===== config.mk =====
export PLATFORM = sky130hd
export DESIGN_NAME = tpu_dispatch_sequencer
export DESIGN_NICKNAME = d
export VERILOG_FILES = /design/src/rtl/tpu_dispatch_sequencer.sv
export SDC_FILE = /design/constraint.sdc
export NUM_CORES = 1
export LEC_CHECK = 0
export ABC_AREA = 0
export BUFFER_PORTS_ARGS = -buffer_cell sky130_fd_sc_hd__buf_2
export CAP_MARGIN = 20
export CORE_MARGIN = 3
export CORE_UTILIZATION = 60
export CTS_BUF_LIST = sky130_fd_sc_hd__clkbuf_16
export CTS_CLUSTER_SIZE = 40
export DETAILED_ROUTE_END_ITERATION = 6
export PLACE_DENSITY = 0.8
export SLEW_MARGIN = 30
export SYNTH_ARGS = -nofsm -noshare
export SYNTH_HDL_FRONTEND = slang
export SYNTH_SLANG_ARGS = --single-unit

===== constraint.sdc =====
create_clock -name clk -period 3.6 [get_ports clk]
set_input_delay 0.54 -clock clk [delete_from_list [all_inputs] [get_ports clk]]
set_output_delay 0.54 -clock clk [all_outputs]
set_load 0.02 [all_outputs]

===== src/rtl/tpu_dispatch_sequencer.sv =====
// tpu_dispatch_sequencer
//   Queues tagged jobs and hands each to the next FREE systolic core
//   (round-robin). It collects finished jobs back through a single
//   completion port, also round-robin, and coalesces completions into a
//   level interrupt. The interrupt fires on a count threshold or on a
//   timeout.
//
// Ports
//   clk, rst_n                 clock; synchronous active-low reset
//   cmd_valid/ready, cmd_tag,  command push; cmd_gelu selects GELU for the job
//   cmd_gelu
//   core_start[NUM_CORES]      one-cycle start pulse per core
//   core_gelu_en[NUM_CORES]    GELU enable, held until the core's next dispatch
//   core_done[NUM_CORES]       done pulse from each core (ignored unless RUN)
//   cpl_valid/ready, cpl_tag,  completion handshake (tag and core index)
//   cpl_core
//   irq_threshold, irq_timeout coalescing controls (0 => 1 / 0 => no timeout)
//   irq_ack, irq               interrupt clear / level interrupt
//   cmd_count, all_idle        FIFO occupancy; FIFO empty and all cores FREE

// Per-core job slot: tracks FREE/RUN/CPL and holds the tag and GELU enable
// of the job the core was last given.
module tpu_core_slot #(
  parameter int TAG_WIDTH = 8
) (
  input  logic                 clk,
  input  logic                 rst_n,
  input  logic                 start,
  input  logic                 done,
  input  logic                 ack_cpl,
  input  logic [TAG_WIDTH-1:0] tag_in,
  input  logic                 gelu_in,
  output logic                 is_free,
  output logic                 is_cpl,
  output logic [TAG_WIDTH-1:0] tag,
  output logic                 gelu_en
);
  typedef enum logic [1:0] {S_FREE = 2'd0, S_RUN = 2'd1, S_CPL = 2'd2} slot_state_e;

  slot_state_e state, state_nxt;

  always_ff @(posedge clk) begin
    if (!rst_n) state <= S_FREE;
    else        state <= state_nxt;
  end

  always_comb begin
    state_nxt = state;
    case (state)
      S_FREE:  if (start)   state_nxt = S_RUN;
      S_RUN:   if (done)    state_nxt = S_CPL;
      S_CPL:   if (ack_cpl) state_nxt = S_FREE;
      default:              state_nxt = S_FREE;
    endcase
  end

  always_ff @(posedge clk) begin
    if (!rst_n) begin
      tag     <= '0;
      gelu_en <= 1'b0;
    end else if (start) begin
      tag     <= tag_in;
      gelu_en <= gelu_in;
    end
  end

  assign is_free = (state == S_FREE);
  assign is_cpl  = (state == S_CPL);
endmodule

module tpu_dispatch_sequencer #(
  parameter  int NUM_CORES = 4,
  parameter  int CMD_DEPTH = 8,
  parameter  int TAG_WIDTH = 8,
  parameter  int CNT_WIDTH = 8,
  parameter  int TMO_WIDTH = 16,
  localparam int CORE_W    = (NUM_CORES > 1) ? $clog2(NUM_CORES) : 1,
  localparam int PTR_W     = $clog2(CMD_DEPTH)
) (
  input  logic                 clk,
  input  logic                 rst_n,
  input  logic                 cmd_valid,
  output logic                 cmd_ready,
  input  logic [TAG_WIDTH-1:0] cmd_tag,
  input  logic                 cmd_gelu,
  output logic [NUM_CORES-1:0] core_start,
  output logic [NUM_CORES-1:0] core_gelu_en,
  input  logic [NUM_CORES-1:0] core_done,
  output logic                 cpl_valid,
  input  logic                 cpl_ready,
  output logic [TAG_WIDTH-1:0] cpl_tag,
  output logic [CORE_W-1:0]    cpl_core,
  input  logic [CNT_WIDTH-1:0] irq_threshold,
  input  logic [TMO_WIDTH-1:0] irq_timeout,
  input  logic                 irq_ack,
  output logic                 irq,
  output logic [PTR_W:0]       cmd_count,
  output logic                 all_idle
);
  // base+k modulo NUM_CORES, for k in [0, NUM_CORES]
  function automatic logic [CORE_W-1:0] rot(input logic [CORE_W-1:0] base, input int k);
    int s;
    s = int'(base) + k;
    if (s >= NUM_CORES) s = s - NUM_CORES;
    return CORE_W'(s);
  endfunction

  // ---------------- command FIFO ----------------
  logic [TAG_WIDTH:0] mem [CMD_DEPTH];
  logic [PTR_W-1:0]   wr_ptr, rd_ptr;
  logic [PTR_W:0]     count;
  logic [TAG_WIDTH:0] head;
  logic               push, disp_go;

  // count never exceeds CMD_DEPTH (a power of two), so its MSB means full
  assign cmd_ready = rst_n && !count[PTR_W];
  assign push      = cmd_valid && cmd_ready;
  assign head      = mem[rd_ptr];
  assign cmd_count = count;

  always_ff @(posedge clk) begin
    if (push) mem[wr_ptr] <= {cmd_gelu, cmd_tag};
  end

  always_ff @(posedge clk) begin
    if (!rst_n) begin
      wr_ptr <= '0;
      rd_ptr <= '0;
      count  <= '0;
    end else begin
      if (push)    wr_ptr <= wr_ptr + 1'b1;
      if (disp_go) rd_ptr <= rd_ptr + 1'b1;
      case ({push, disp_go})
        2'b10:   count <= count + 1'b1;
        2'b01:   count <= count - 1'b1;
        default: count <= count;
      endcase
    end
  end

  // ---------------- per-core slots ----------------
  logic [NUM_CORES-1:0]                core_free, core_cpl;
  logic [NUM_CORES-1:0][TAG_WIDTH-1:0] slot_tag;
  logic [CORE_W-1:0]                   cpl_sel;
  logic                                cpl_hs;

  for (genvar g = 0; g < NUM_CORES; g++) begin : g_core
    tpu_core_slot #(.TAG_WIDTH(TAG_WIDTH)) u_slot (
      .clk     (clk),
      .rst_n   (rst_n),
      .start   (core_start[g]),
      .done    (core_done[g]),
      .ack_cpl (cpl_hs && (cpl_sel == CORE_W'(g))),
      .tag_in  (head[TAG_WIDTH-1:0]),
      .gelu_in (head[TAG_WIDTH]),
      .is_free (core_free[g]),
      .is_cpl  (core_cpl[g]),
      .tag     (slot_tag[g]),
      .gelu_en (core_gelu_en[g])
    );
  end

  // ---------------- dispatch arbiter ----------------
  logic [CORE_W-1:0] rr_q, disp_idx;
  logic              disp_found;

  always_comb begin
    disp_found = 1'b0;
    disp_idx   = '0;
    for (int k = 0; k < NUM_CORES; k++) begin
      if (!disp_found && core_free[rot(rr_q, k)]) begin
        disp_found = 1'b1;
        disp_idx   = rot(rr_q, k);
      end
    end
  end

  // Only stored entries dispatch; a command pushed this cycle waits a cycle.
  assign disp_go    = rst_n && (count != '0) && disp_found;
  assign core_start = disp_go ? (NUM_CORES'(1) << disp_idx) : '0;

  // ---------------- completion arbiter ----------------
  logic [CORE_W-1:0] crr_q, cpl_raw_idx, lock_idx_q;
  logic              cpl_raw_found, lock_q;

  always_comb begin
    cpl_raw_found = 1'b0;
    cpl_raw_idx   = '0;
    for (int k = 0; k < NUM_CORES; k++) begin
      if (!cpl_raw_found && core_cpl[rot(crr_q, k)]) begin
        cpl_raw_found = 1'b1;
        cpl_raw_idx   = rot(crr_q, k);
      end
    end
  end

  // A stalled offer stays on the same core even if a higher-priority core
  // finishes meanwhile; the locked core cannot leave CPL without a handshake.
  assign cpl_sel   = lock_q ? lock_idx_q : cpl_raw_idx;
  assign cpl_valid = rst_n && (lock_q || cpl_raw_found);
  assign cpl_hs    = cpl_valid && cpl_ready;
  assign cpl_tag   = slot_tag[cpl_sel];
  assign cpl_core  = cpl_sel;

  always_ff @(posedge clk) begin
    if (!rst_n) begin
      rr_q       <= '0;
      crr_q      <= '0;
      lock_q     <= 1'b0;
      lock_idx_q <= '0;
    end else begin
      if (disp_go) rr_q  <= rot(disp_idx, 1);
      if (cpl_hs)  crr_q <= rot(cpl_sel, 1);
      lock_q     <= cpl_valid && !cpl_ready;
      lock_idx_q <= cpl_sel;
    end
  end

  // ---------------- interrupt coalescing ----------------
  logic [CNT_WIDTH-1:0] pending, pending_nxt, thr_eff;
  logic [TMO_WIDTH-1:0] timer, timer_nxt;
  logic [TMO_WIDTH:0]   timer_inc;
  logic                 count_on, tmo_hit, irq_nxt;

  assign thr_eff     = (irq_threshold == '0) ? CNT_WIDTH'(1) : irq_threshold;
  assign pending_nxt = irq_ack ? CNT_WIDTH'(cpl_hs)
                     : (cpl_hs && (pending != '1)) ? pending + 1'b1 : pending;
  // timer only runs for a non-empty, not-yet-signalled batch with timeout on
  assign count_on    = !irq_ack && (pending != '0) && !irq && (irq_timeout != '0);
  assign timer_inc   = {1'b0, timer} + 1'b1;
  assign timer_nxt   = count_on ? timer_inc[TMO_WIDTH-1:0] : '0;
  assign tmo_hit     = count_on && (timer_inc >= {1'b0, irq_timeout});
  // threshold compares the post-update count so irq rises the cycle after
  // the completion that crosses it
  assign irq_nxt     = (irq && !irq_ack) || (pending_nxt >= thr_eff) || tmo_hit;

  always_ff @(posedge clk) begin
    if (!rst_n) begin
      pending <= '0;
      timer   <= '0;
      irq     <= 1'b0;
    end else begin
      pending <= pending_nxt;
      timer   <= timer_nxt;
      irq     <= irq_nxt;
    end
  end

  assign all_idle = rst_n && (count == '0) && (&core_free);
endmodule


==> results of run 1 <==
[critical path: stages (launching register included)]
cell       delay, ns
dfxtp_1         0.43
and2b_4         0.24
a2111oi_4       0.36
a211o_4         0.25
mux2i_1         0.27
nor2_1          0.08
ha_1            0.28
nand2b_1        0.13
a2111oi_0       0.43
o31ai_1         0.13
a221o_1         0.34
a211o_1         0.28
[flip-flops by register name, indices dropped and copies added, names as in the netlist, named ones only]
register and count:
rd_ptr 3, timer 16, cmd_count 4, lock_q 1, rr_q 2, irq 1
g_core.u_slot.gelu_en 4, mem 72, pending 8, g_core.u_slot.tag 32, crr_q 2, g_core.u_slot.state 8
wr_ptr 3, lock_idx_q 2
[area by class of cell]
cell class                 instances  area [sq um]  share of cell area [%]
tap                              168           210                    2.40
clock inverter                    15           183                    2.08
sequential                       161          3940                    45.0
clock buffer                      17           425                    4.85
multi-input combinational        429          3360                    38.3
inverter                          43           161                    1.84
timing repair buffer              87           485                    5.54
[routing by layer]
metal,part of all wire (%),up-vias,wire (um)
li1,-,2564,-
met1,43,2618,6850
met2,51,154,8280
met3,4.2,28,680
met4,1.8,0,298
met5,0,-,0
[power by group]
part           switching, mW  internal [mW]
sequential             0.184           2.09
combinational          0.805          0.617
clock                  0.748           1.10
[how the worst min path moves through the flow]
stage,from,end,slack [ns],cells past startpoint
after global routing,cpl_ready,lock_q,0.28,2
final,cpl_ready,lock_q,0.29,2
after floorplan,timer[0],timer[0],0.44,1
after global placement,timer[0],timer[0],0.47,1
after CTS,cpl_ready,lock_q,0.28,2
after detailed placement,g_core[1].u_slot.tag[1],g_core[1].u_slot.tag[1],0.49,2
[layout by cell type, fill, tap and decap left out, types with 7 or more instances in the layout]
cell type	count
dfxtp_1	89
nor2_1	81
edfxtp_1	72
buf_2	67
inv_1	43
ha_1	40
nand2_1	33
a211oi_1	30
mux4_2	26
a21oi_1	24
buf_4	20
mux2i_1	18
nand3_1	17
clkbuf_16	17
nor2b_1	14
o21ai_0	13
xnor2_1	12
nor3_1	12
nand2b_1	10
xor2_1	10
a211oi_2	9
and3_1	8
nand4_1	7
[kinds of logic after synthesis]
| group | count (synthesis) | share of synthesized area, % |
|---|---|---|
| flip-flops | 161 | 51.4 |
| AO/OA/AOI/OAI | 109 | 10.7 |
| multiplexers | 46 | 10.3 |
| XOR/XNOR | 22 | 2.51 |
| adder cells (fa/ha/maj) | 41 | 6.79 |
| AND/OR/NAND/NOR | 211 | 13.5 |
| buffers and inverters | 77 | 4.76 |
[through the flow]
step,hold slack [ns],instances
after floorplan,0.445,667
after global placement,0.468,886
after detailed placement,0.489,886
after CTS,0.279,918
after global routing,0.283,920
final,0.286,920
==> metrics.md, run 1 <==
| Metric | Value |
|---|---|
| Worst r2r src | g_core[3].u_slot.state[0] |
| Syn Std Cell Area | 7670 sq um |
| Fin. Hold Viols | 0 |
| Max Slew Vio Count | 0 |
| Skew final | 0.00520 ns |
| Largest net degree at the start of global routing | 29 |
| Die W | 119 um |
| Data arrival time of the critical path | 3.66 ns |
| Outcome | completed |
| Clock latency at the later pin of the worst-skew pair | 0.42 ns |
| Layout cell share with drive strength beyond 1 | 22.1% |
| Total number of vias | 5364 |
| Worst Setup SP | g_core[3].u_slot.state[0] |
| Met3 Track Usage GR | 5.32% |
| Setup TNS | 0 ns |
| Syn. warnings | 0 |
| Most frequent cell after synthesis | dfxtp_1 |
| Routed Antenna Nets | 0 |
| Post-Route WL | 16100 um |
| Routability cong. | 0.943 |
| Nets | 822 |
| Htree depth | 4 |
| Slew margin rel. | 39.4% |
| Pwr dens | 632 nW/um^2 |
| Synth unique cells | 59 |
| Initial DRC count | 452 |
| Ys flop type | dfxtp_1 |
| P&R area growth vs syn | 14.3% |
| Synth top area share | 28.2% |
| Final Util | 71.5% |
| R2R setup slack | 0.26 ns |
| Power Total | 5.54 mW |
| Met2 Track Usage GR | 41.8% |
| GRT Resource Usage Total | 23.9% |
| Met1 Use GR | 29.2% |
| Ant. Diodes | 0 |
| Post-CTS Setup Bufs | 0 |
| Finished Cell Area | 8770 sq um |
| Die height | 119 um |
| Placed Area | 8150 sq um |
| Peak VDD IR | 0.392 mV |
| Initial antenna violation count | 0 |
| Die footprint | 14200 sq um |
| Longest Clk Path Bufs | 2 |
| Reg2reg end | irq |
| Vias in the first global route | 5513 |
| Post-synth EDFFs | 72 |
| Hold Buf Count CTS | 0 |
| Part of the Yosys area used for sequential elements | 51.4% |
| Final period util | 92.8% |
| Post-synthesis async set-or-reset flop share | 0% |
| I/O pin total | 68 |
| Gate count of the mapped netlist | 667 |
| Pre-antenna DRT Iters | 5 |
| Area leader, netlist | edfxtp_1 |
| Fmax | 299 MHz |
| Core area | 12300 sq um |
| Crit Path Max Fanout | 7 |
| Routed len/inst | 17.5 um |
| Max_cap viols | 0 |
| Crit Path Class | register to register |
| Worst-margin pin slew | 0.907 ns |
| CTS tree | built |
| Vias per inst | 5.83 |
| Syn Nets | 750 |
| Critical Path End | irq |
| Setup violations, final | 0 |
| Post-CTS resize count | 0 |
| CTS Buf Count | 17 |
| Synth area leaders | edfxtp_1, dfxtp_1, mux4_2 |
| HP Class | primary input to register |
| Root Buffer Master | clkbuf_16 |
| DRC viols | 0 |
| Number of port buffers | 67 |
| Worst Setup End Kind | register |
| Sink count of the clock tree | 161 |
| Lkg Pwr | 3.43 nW |
| Hpwl dp | 11500 um |
| Worst Path Required | 3.92 ns |
| Final worst slack | 0.258 ns |
| Cell count of the worst reg-to-reg path | 11 |
| Top Usage Layer GRT | met2 |
| Initial Utilization | 62.5% |
| FP Rows | 40 |
| Post-synthesis register bit count | 161 |
| First-pass GRT wire length | 26800 um |
| Fill cells | 826 |
| Crit path launch type | register |
| Synthesized area per cell | 11.5 sq um |
| Synth top cells by count | dfxtp_1, nor2_1, edfxtp_1 |
| Min Tclk post-route | 3.34 ns |
| Pre-CTS setup slack | 0.264 ns |
| Clock transition at the registers of the reported paths | 0.06 ns |
| Total gr overflow | 0 |
No activity file was read; power rests on OpenSTA's default activity.
==> run 2: changes to the inputs <==
--- a/config.mk
+++ b/config.mk
@@ -13,7 +13,7 @@
 export CTS_BUF_LIST = sky130_fd_sc_hd__clkbuf_16
 export CTS_CLUSTER_SIZE = 40
 export DETAILED_ROUTE_END_ITERATION = 6
-export PLACE_DENSITY = 0.8
+export PLACE_DENSITY_LB_ADDON = 0.12
 export SLEW_MARGIN = 30
 export SYNTH_ARGS = -nofsm -noshare
 export SYNTH_HDL_FRONTEND = slang
==> run 2 against run 1 <==
Effect of this change: clock skew increased by 0.0016 ns; non-clock buffer count decreased by 2; first-iteration DRC count increased by 5.1%; combinational power about the same; setup slack improved by 0.015 ns; sequential share of layout area increased by 0.25 points; via count decreased by 2.6%; count of clock-buffer cells in the layout unchanged; critical endpoint unchanged; critical path depth unchanged; wire length decreased by 4.2%.
==> metrics.md, run 2 (synthesized netlist as in run 1, its figures left out) <==
| Metric | Value |
|---|---|
| Initial antenna violation count | 1 |
| Nets | 820 |
| Fin. Hold Viols | 0 |
| Fmax | 301 MHz |
| Crit Path Class | register to register |
| Min Tclk post-route | 3.33 ns |
| Longest Clk Path Bufs | 2 |
| Hold Buf Count CTS | 0 |
| Data arrival time of the critical path | 3.64 ns |
| Slew margin rel. | 39.9% |
| Max Slew Vio Count | 0 |
| RSZ-0062 raised after global routing | false |
| First-pass GRT wire length | 25400 um |
| Max_cap viols | 0 |
| Power Total | 5.40 mW |
| Crit Path Max Fanout | 7 |
| Sink count of the clock tree | 161 |
| Largest registers | mem (72), g_core.u_slot.tag (32), timer (16) |
| Setup violations, final | 0 |
| Largest net degree at the start of global routing | 47 |
| Core area | 12300 sq um |
| CTS Buf Count | 17 |
| Routed len/inst | 16.8 um |
| Worst Setup End Kind | register |
| Total number of vias | 5224 |
| Vias in the first global route | 5098 |
| Final period util | 92.4% |
| HP Class | primary input to register |
| Vias per inst | 5.69 |
| Hpwl dp | 11000 um |
| Die W | 119 um |
| Post-CTS Setup Bufs | 0 |
| Ant. Diodes | 0 |
| Die footprint | 14200 sq um |
| Crit path launch type | register |
| Skew final | 0.00685 ns |
| Setup TNS | 0 ns |
| Die height | 119 um |
| Commonest non-fill, non-tap cells in the layout | dfxtp_1, nor2_1, edfxtp_1 |
| Number of port buffers | 67 |
| Pre-antenna DRT Iters | 6 |
| P&R area growth vs syn | 13.7% |
| Routability cong. | 0.860 |
| Total gr overflow | 0 |
| Initial Utilization | 62.5% |
| Lkg Pwr | 3.39 nW |
| Reg area | 3940 sq um |
| GRT Resource Usage Total | 22.8% |
| DRC viols | 0 |
| Worst-margin pin slew | 0.901 ns |
| Leading cell type in the layout, fill and taps excluded | dfxtp_1 |
| Root Buffer Master | clkbuf_16 |
| Worst Path Required | 3.92 ns |
| Post-Route WL | 15400 um |
| I/O pin total | 68 |
| Multi-input gate area | 3360 sq um |
| Fill cells | 877 |
| Htree depth | 4 |
| Outcome | completed |
| Pwr dens | 620 nW/um^2 |
| FP Rows | 40 |
| Routed Antenna Nets | 0 |
| Clock transition at the registers of the reported paths | 0.06 ns |
| Largest register FFs | 72 |
| Layout cell share with drive strength beyond 1 | 22.1% |
| Initial DRC count | 475 |
| Clock latency at the later pin of the worst-skew pair | 0.43 ns |
| Reg with most FFs | mem |
| Peak VDD IR | 0.429 mV |
| CTS tree | built |
| Post-CTS resize count | 0 |
-- run 2: final cells by class --
| type | instances | share of cell area [%] |
|---|---|---|
| inverters | 43 | 1.85 |
| well taps | 168 | 2.41 |
| clock buffers | 17 | 4.88 |
| multi-input cells | 429 | 38.5 |
| repair buffers | 85 | 5.40 |
| flip-flops and latches | 161 | 45.2 |
| clock inverters | 15 | 1.71 |
-- run 2: metrics by stage --
| stage | worst slack (ns) | area, sq um | hold slack [ns] | utilization [%] | cells |
|---|---|---|---|---|---|
| floorplan | 0.593 | 7670 | 0.445 | - | 667 |
| global placement | 0.404 | 8150 | 0.464 | 66.4 | 886 |
| detailed placement | 0.332 | 8150 | 0.472 | 66.4 | 886 |
| CTS | 0.285 | 8720 | 0.268 | 71.1 | 918 |
| global route | 0.0315 | 8720 | 0.282 | 71.1 | 918 |
| finish | 0.273 | 8720 | 0.289 | 71.1 | 918 |
-- run 2: layer usage --
metal	global-route usage [%]	up-vias	part of all wire (%)
met5	0	-	0.084
met4	7.82	2	1.1
met3	5.32	15	5.2
met2	36.0	157	48
met1	31.2	2482	45
li1	-	2568	-
-- run 2: worst max-delay path, stage by stage, from the launching register on --
cell       delay [ns]
dfxtp_1          0.43
and2b_4          0.24
a2111oi_4        0.36
a211o_4          0.27
mux2i_1          0.24
nor2_1           0.06
ha_1             0.28
nand2b_1         0.14
a2111oi_0        0.42
o31ai_1          0.14
a221o_1          0.34
a211o_1          0.31
-- run 2: final timing paths --
path	startpoint	to	slack, ns	depth (start not counted)
setup / recovery	g_core[3].u_slot.state[0]	irq	0.27	11
hold / removal	cpl_ready	lock_q	0.29	2
setup reg to reg	g_core[3].u_slot.state[0]	irq	0.27	11
hold reg to reg	timer[0]	timer[0]	0.49	1
-- run 2: power breakdown --
part           internal [mW]  total (mW)  switching, mW
Sequential              2.08        2.27          0.186
Clock                  0.971        1.75          0.776
Combinational          0.610        1.39          0.776
Total                   3.67        5.40           1.74
